==> src/rtl/alu_arbiter.sv <==
// alu_arbiter: two-requester front end for a shared combinational ALU.
// A request is granted (round-robin on ties), its operands are latched and
// presented to the ALU, the ALU result is captured one cycle later, and the
// response is held until the consumer accepts it. A response handshake may
// accept the next request in the same cycle, giving one operation per two
// cycles. The opcode decode assumes OPW >= 5.
module alu_arbiter #(
  parameter int WIDTH = 32,
  parameter int OPW   = 5
) (
  input  logic               clk_i,
  input  logic               rst_i,
  input  logic [1:0]         req_valid_i,
  output logic [1:0]         req_ready_o,
  input  logic [2*WIDTH-1:0] req_a_i,
  input  logic [2*WIDTH-1:0] req_b_i,
  input  logic [2*OPW-1:0]   req_op_i,
  output logic [WIDTH-1:0]   alu_a_o,
  output logic [WIDTH-1:0]   alu_b_o,
  output logic [OPW-1:0]     alu_op_o,
  input  logic [WIDTH-1:0]   alu_c_i,
  output logic               rsp_valid_o,
  input  logic               rsp_ready_i,
  output logic               rsp_id_o,
  output logic [WIDTH-1:0]   rsp_result_o,
  output logic               rsp_branch_o,
  output logic               rsp_err_o,
  input  logic               flush_i
);

  typedef enum logic [1:0] {
    IDLE = 2'd0,
    EXEC = 2'd1,
    RESP = 2'd2
  } state_e;

  // Legal opcodes: 00,01,02,04-08,0D-0F,11,13,14,16,1F; any set bit above
  // bit 4 makes the opcode illegal.
  function automatic logic op_legal(input logic [OPW-1:0] op);
    logic [31:0] ext;
    ext = 32'(op);
    op_legal = 1'b0;
    if (ext[31:5] == 27'd0) begin
      case (ext[4:0])
        5'h00, 5'h01, 5'h02, 5'h04, 5'h05, 5'h06, 5'h07, 5'h08,
        5'h0D, 5'h0E, 5'h0F, 5'h11, 5'h13, 5'h14, 5'h16, 5'h1F:
          op_legal = 1'b1;
        default: op_legal = 1'b0;
      endcase
    end
  endfunction

  state_e             state_q, state_d;
  logic               last_grant_q, last_grant_d;
  logic [WIDTH-1:0]   a_q, a_d;
  logic [WIDTH-1:0]   b_q, b_d;
  logic [OPW-1:0]     op_q, op_d;
  logic               id_q, id_d;
  logic [WIDTH-1:0]   result_q, result_d;
  logic               branch_q, branch_d;
  logic               err_q, err_d;

  logic               grant_id;
  logic               accept_slot;
  logic               accept;
  logic               capture_legal;

  // Arbitration: a lone requester wins; on a tie the one not granted last wins.
  always_comb begin
    grant_id = 1'b0;
    case (req_valid_i)
      2'b01:   grant_id = 1'b0;
      2'b10:   grant_id = 1'b1;
      2'b11:   grant_id = ~last_grant_q;
      default: grant_id = 1'b0;
    endcase
  end

  // A new request can transfer in IDLE or in a RESP cycle whose response is
  // being taken; never during flush or while reset is held.
  assign accept_slot = !rst_i && !flush_i &&
                       ((state_q == IDLE) || ((state_q == RESP) && rsp_ready_i));
  assign accept      = accept_slot && (req_valid_i != 2'b00);
  assign req_ready_o = accept ? (2'b01 << grant_id) : 2'b00;

  // The ALU always sees the latched operands so its inputs never glitch.
  assign alu_a_o      = a_q;
  assign alu_b_o      = b_q;
  assign alu_op_o     = op_q;
  assign rsp_valid_o  = (state_q == RESP);
  assign rsp_id_o     = id_q;
  assign rsp_result_o = result_q;
  assign rsp_branch_o = branch_q;
  assign rsp_err_o    = err_q;
  assign capture_legal = op_legal(op_q);

  // Next-state, operand latch and result capture.
  always_comb begin
    // NOTE: every _d gets a hold default first so no path can infer a latch.
    state_d      = state_q;
    last_grant_d = last_grant_q;
    a_d          = a_q;
    b_d          = b_q;
    op_d         = op_q;
    id_d         = id_q;
    result_d     = result_q;
    branch_d     = branch_q;
    err_d        = err_q;

    if (flush_i) begin
      state_d = IDLE;
    end else begin
      case (state_q)
        IDLE: begin
          if (accept) state_d = EXEC;
        end
        EXEC: begin
          err_d    = !capture_legal;
          result_d = capture_legal ? alu_c_i : '0;
          branch_d = capture_legal && (op_q[4:3] == 2'b10) &&
                     (alu_c_i == WIDTH'(1));
          state_d  = RESP;
        end
        RESP: begin
          if (rsp_ready_i) state_d = accept ? EXEC : IDLE;
        end
        default: state_d = IDLE;
      endcase
    end

    if (accept) begin
      a_d          = grant_id ? req_a_i[2*WIDTH-1:WIDTH] : req_a_i[WIDTH-1:0];
      b_d          = grant_id ? req_b_i[2*WIDTH-1:WIDTH] : req_b_i[WIDTH-1:0];
      op_d         = grant_id ? req_op_i[2*OPW-1:OPW]    : req_op_i[OPW-1:0];
      id_d         = grant_id;
      last_grant_d = grant_id;
    end
  end

  // State and datapath registers; reset clears everything, last_grant to 1.
  always_ff @(posedge clk_i or posedge rst_i) begin
    if (rst_i) begin
      state_q      <= IDLE;
      last_grant_q <= 1'b1;
      a_q          <= '0;
      b_q          <= '0;
      op_q         <= '0;
      id_q         <= 1'b0;
      result_q     <= '0;
      branch_q     <= 1'b0;
      err_q        <= 1'b0;
    end else begin
      // NOTE: non-blocking so every register samples pre-edge values.
      state_q      <= state_d;
      last_grant_q <= last_grant_d;
      a_q          <= a_d;
      b_q          <= b_d;
      op_q         <= op_d;
      id_q         <= id_d;
      result_q     <= result_d;
      branch_q     <= branch_d;
      err_q        <= err_d;
    end
  end

endmodule
==> config.mk <==
export PLATFORM = sky130hd
export DESIGN_NAME = alu_arbiter
export DESIGN_NICKNAME = d
export VERILOG_FILES = /design/src/rtl/alu_arbiter.sv
export SDC_FILE = /design/constraint.sdc
export NUM_CORES = 1
export LEC_CHECK = 0
export CAP_MARGIN = 20
export CORE_MARGIN = 2
export CORE_UTILIZATION = 37
export DETAILED_ROUTE_END_ITERATION = 10
export GPL_TIMING_DRIVEN = 0
export PLACE_DENSITY = 0.81
export SYNTH_ARGS = -nofsm -noshare
export SYNTH_HDL_FRONTEND = slang
export SYNTH_SLANG_ARGS = --single-unit
==> constraint.sdc <==
create_clock -name clk_i -period 5.45 [get_ports clk_i]
set_input_delay 1.635 -clock clk_i [delete_from_list [all_inputs] [get_ports clk_i]]
set_output_delay 1.635 -clock clk_i [all_outputs]
set_load 0.01 [all_outputs]
==> results.txt <==
- Counting every sink on the clock net gives around 110.
- Clk buf depth: 2
- In this run the critical register-to-register path is captured at alu_b_o[22]$_DFFE_PP0N_.
- In this run, distinct cell masters in the synthesized netlist total 30.
- EDFF count, synth: 0
- RePlAce Congestion: 0.8349
- Summing every instance area after synthesis gives ~4400 um^2.
- Worst-path fanout max: 10
- The root buffer cell chosen for the clock tree is sky130_fd_sc_hd__clkbuf_16.
- TritonCTS built the clock tree.
- Number of global-route vias before repair: ~4600
- Setup slack of the critical path after layout: 0.09768 ns
* Filler Cell Count: between 800 and 900
* Launching point of the worst reg2reg path: state_q[0]$_DFFE_PP0P_
- Maximum clock frequency: about 0.19 GHz
* Setup TNS: 0 ns
* Min-delay src: rsp_id_o$_DFFE_PP0N_
- The final layout contains routed wiring with a total length of about 16000 um.
* Reg clk slew, reported paths: ~0.07 ns
* Reg2reg path depth: 6
- Synthesized area divided by synthesized cell count: ~12 um^2
- Layout cells sized above 1: a little under 6%
* CORE AREA: approximately 12000 um^2
* Cells taking the most area after synthesis: sky130_fd_sc_hd__dfrtp_1 (60%), sky130_fd_sc_hd__a222oi_1 (16%), sky130_fd_sc_hd__inv_1 (6.3%)
- The floorplan has 39 rows.
- Number of top-level pins: between 200 and 300
- Synthesis handed over a netlist of about 360 instances.
* Global-route congestion overflow total: 0
- Final setup violation count: 0
- Most numerous cell in the Yosys netlist: sky130_fd_sc_hd__dfrtp_1
* Number of synthesis warnings: 0
- Count of buffers from port buffering: 282
- On the final layout, the worst hold slack is 0.4962 ns.
- Number of nets in the layout: between 800 and 900
- At the worst endpoint, the required time is about 3.8 ns.
- Dividing the detail-routed wire length by the instance count gives 19.47 um.
- The number of antenna diodes in the final layout is 0.
* Number of antenna violations at the first check in global routing: 0
- Pin count of the biggest net entering global routing: 56
* Clock latency on the worst-skew pair: between 0.3 and 0.4 ns
- STA classifies the critical path startpoint as an input port.
- Cell taking the most area after synthesis: sky130_fd_sc_hd__dfrtp_1
* Global-route wire length before repair: about 24000 um
- Subtracting the final worst setup slack from the clock period gives around 5.4 ns.
- Headroom to the max-slew limit came out at 54.83%.
- The top cell type by area accounts for about three fifths of the synthesized area.
- Post-DP HPWL: approximately 12000 um
- At the pin with the least slew margin, the transition time is slightly below 0.7 ns.
- Vias per Instance: 5.506
- Setup repair after global routing left no endpoint under its margin.
- Count of nets left with antenna violations after detail routing: 0
- After synthesis the netlist holds a flip-flop and latch count of between 100 and 150.
- In this run the power density over the cells is 357.3 nW/um^2.
- Vias: about 4400
- The critical path in this run is classified as in -> out.
* All-layer global routing usage: between 20% and 30%
* Total Power Consumption: 2.777 mW
- The count of pins over their slew limit was 0.
* R2r setup slk: 3.28 ns
* Max-Cap Viols: 0
- Outcome: completed
- For the worst setup path, the data arrival time is roughly 3.7 ns.
- Drt drc: 0
- CTS HTree Levels: 3
- Post-route core utilization: between 60% and 70%
* Worst voltage drop across the vdd grid: 0.0001873 V
- The count of endpoints failing hold in the final timing report was 0.
- Type of destination of the critical path: output port
- Sequential elements use between 60% and 70% of the synthesized area.
* Most used flip-flop cell after synthesis: sky130_fd_sc_hd__dfrtp_1
- Net count after synthesis: approximately 530
- By count the netlist is led by sky130_fd_sc_hd__dfrtp_1 (106), sky130_fd_sc_hd__inv_1 (74), sky130_fd_sc_hd__a222oi_1 (69).
- Between clock sinks in the finished design, the worst skew comes to between 0.005 and 0.006 ns.
* Cts bufs inserted: 9
- The analysis attributes to cell leakage a power of 3.517 nW.
- Starting DRT DRC Count: 502
- Along the worst hold path, the cell count comes to 2.
- Worst min-delay path category: reg -> reg
- Vertical die dimension: 113.4 um
* Post-place setup slack: -0.5029 ns
* Endpoint of the worst hold-timing path: rsp_id_o$_DFFE_PP0N_
- The die is 113.4 um wide.
- The area growth from synthesis to layout is 75.57%.
- Die outline area: about 13000 um^2
* Number of detailed-route iterations in the first pass: 8
- In the synthesized netlist the async set-or-reset flop fraction comes to 100.0%.
- Share of the clock period used by the worst path: a little over nine tenths
* Initial cell density of the core: a little under two fifths
-- report_power, final --
part           switching, mW  internal [mW]
clock                  0.284          0.369
sequential             0.130          0.997
combinational          0.370          0.627
total                  0.785           1.99
-- worst max path at each step --
stage                     slack, ns  cells past startpoint                     end  startpoint
after floorplan                 1.0                      1  alu_a_o[0]$_DFFE_PP0N_       rst_i
after global placement        -0.53                      2  alu_a_o[1]$_DFFE_PP0N_       rst_i
after detailed placement      -0.50                      5          req_ready_o[1]       rst_i
after CTS                      0.05                      5          req_ready_o[1]       rst_i
after global routing           0.01                      5          req_ready_o[1]       rst_i
final                           0.1                      5          req_ready_o[1]       rst_i
-- per-stage QoR --
| stage | std cells | cell area, um^2 |
|---|---|---|
| after detailed placement | 783 | 7457 |
| after global routing | 801 | 7770 |
| after CTS | 801 | 7770 |
| after global placement | 782 | 7427 |
| final | 801 | 7770 |
| after floorplan | 357 | 4425 |
-- placed cells by master, fill, tap and decap left out, types with 2 or more instances in the layout --
cell,n
sky130_fd_sc_hd__a2111oi_4,2
sky130_fd_sc_hd__a21oi_1,3
sky130_fd_sc_hd__a222oi_1,69
sky130_fd_sc_hd__a22o_1,31
sky130_fd_sc_hd__buf_2,5
sky130_fd_sc_hd__buf_4,2
sky130_fd_sc_hd__buf_6,8
sky130_fd_sc_hd__clkbuf_1,18
sky130_fd_sc_hd__clkbuf_16,9
sky130_fd_sc_hd__clkdlybuf4s50_1,282
sky130_fd_sc_hd__clkinvlp_4,2
sky130_fd_sc_hd__dfrtp_1,106
sky130_fd_sc_hd__inv_1,73
sky130_fd_sc_hd__nand2_1,4
sky130_fd_sc_hd__nand2b_1,3
sky130_fd_sc_hd__nand4_1,2
sky130_fd_sc_hd__nor2_1,6
sky130_fd_sc_hd__nor2b_1,4
sky130_fd_sc_hd__nor4_1,6
sky130_fd_sc_hd__o21ai_0,3
sky130_fd_sc_hd__or3_1,2
-- timing repair --
item,in CTS,in global routing
pin swaps,2,0
resized for setup,1,1
setup endpoints to repair,2,1
setup buffers,2,0
hold buffers,0,0
-- layer usage --
metal,wire length [um],GRT usage (%),vias to the layer above
met5,0,0,-
met4,319,8.618,0
met3,1497,7.070,24
met2,7985,42.48,252
met1,5793,27.89,2168
li1,-,-,1966
-- worst max-delay path, cell delays in order --
cell	delay, ns
sky130_fd_sc_hd__clkdlybuf4s50_1	0.48
sky130_fd_sc_hd__or3_4	0.44
sky130_fd_sc_hd__a2111oi_4	0.24
sky130_fd_sc_hd__buf_2	0.33
sky130_fd_sc_hd__clkdlybuf4s50_1	0.59
-- sequential cells by signal, summed over array words and instances, names as in the netlist --
name,count
alu_a_o,32
rsp_err_o,1
rsp_id_o,1
alu_b_o,32
state_q,2
rsp_branch_o,1
rsp_result_o,32
alu_op_o,5
last_grant_q,1
-- layout make-up --
cell class	instances	area (um^2)	share of cell area, %
plain buffers	29	175.2	2.254
clock buffers	12	246.5	3.172
clock inverters	4	50.05	0.6441
inverters	74	280.3	3.607
multi-input cells	147	1295	16.67
flip-flops and latches	107	2679	34.48
well taps	143	178.9	2.303
repair buffers	285	2865	36.88
-- cells by family after synthesis --
kind of cell    Yosys count  synth area share [%]
flops                   107                 60.53
buf+inv                 103                 10.21
compound gates          110                 24.06
simple gates             37                 5.202
Power figures use the tool's default switching activity.
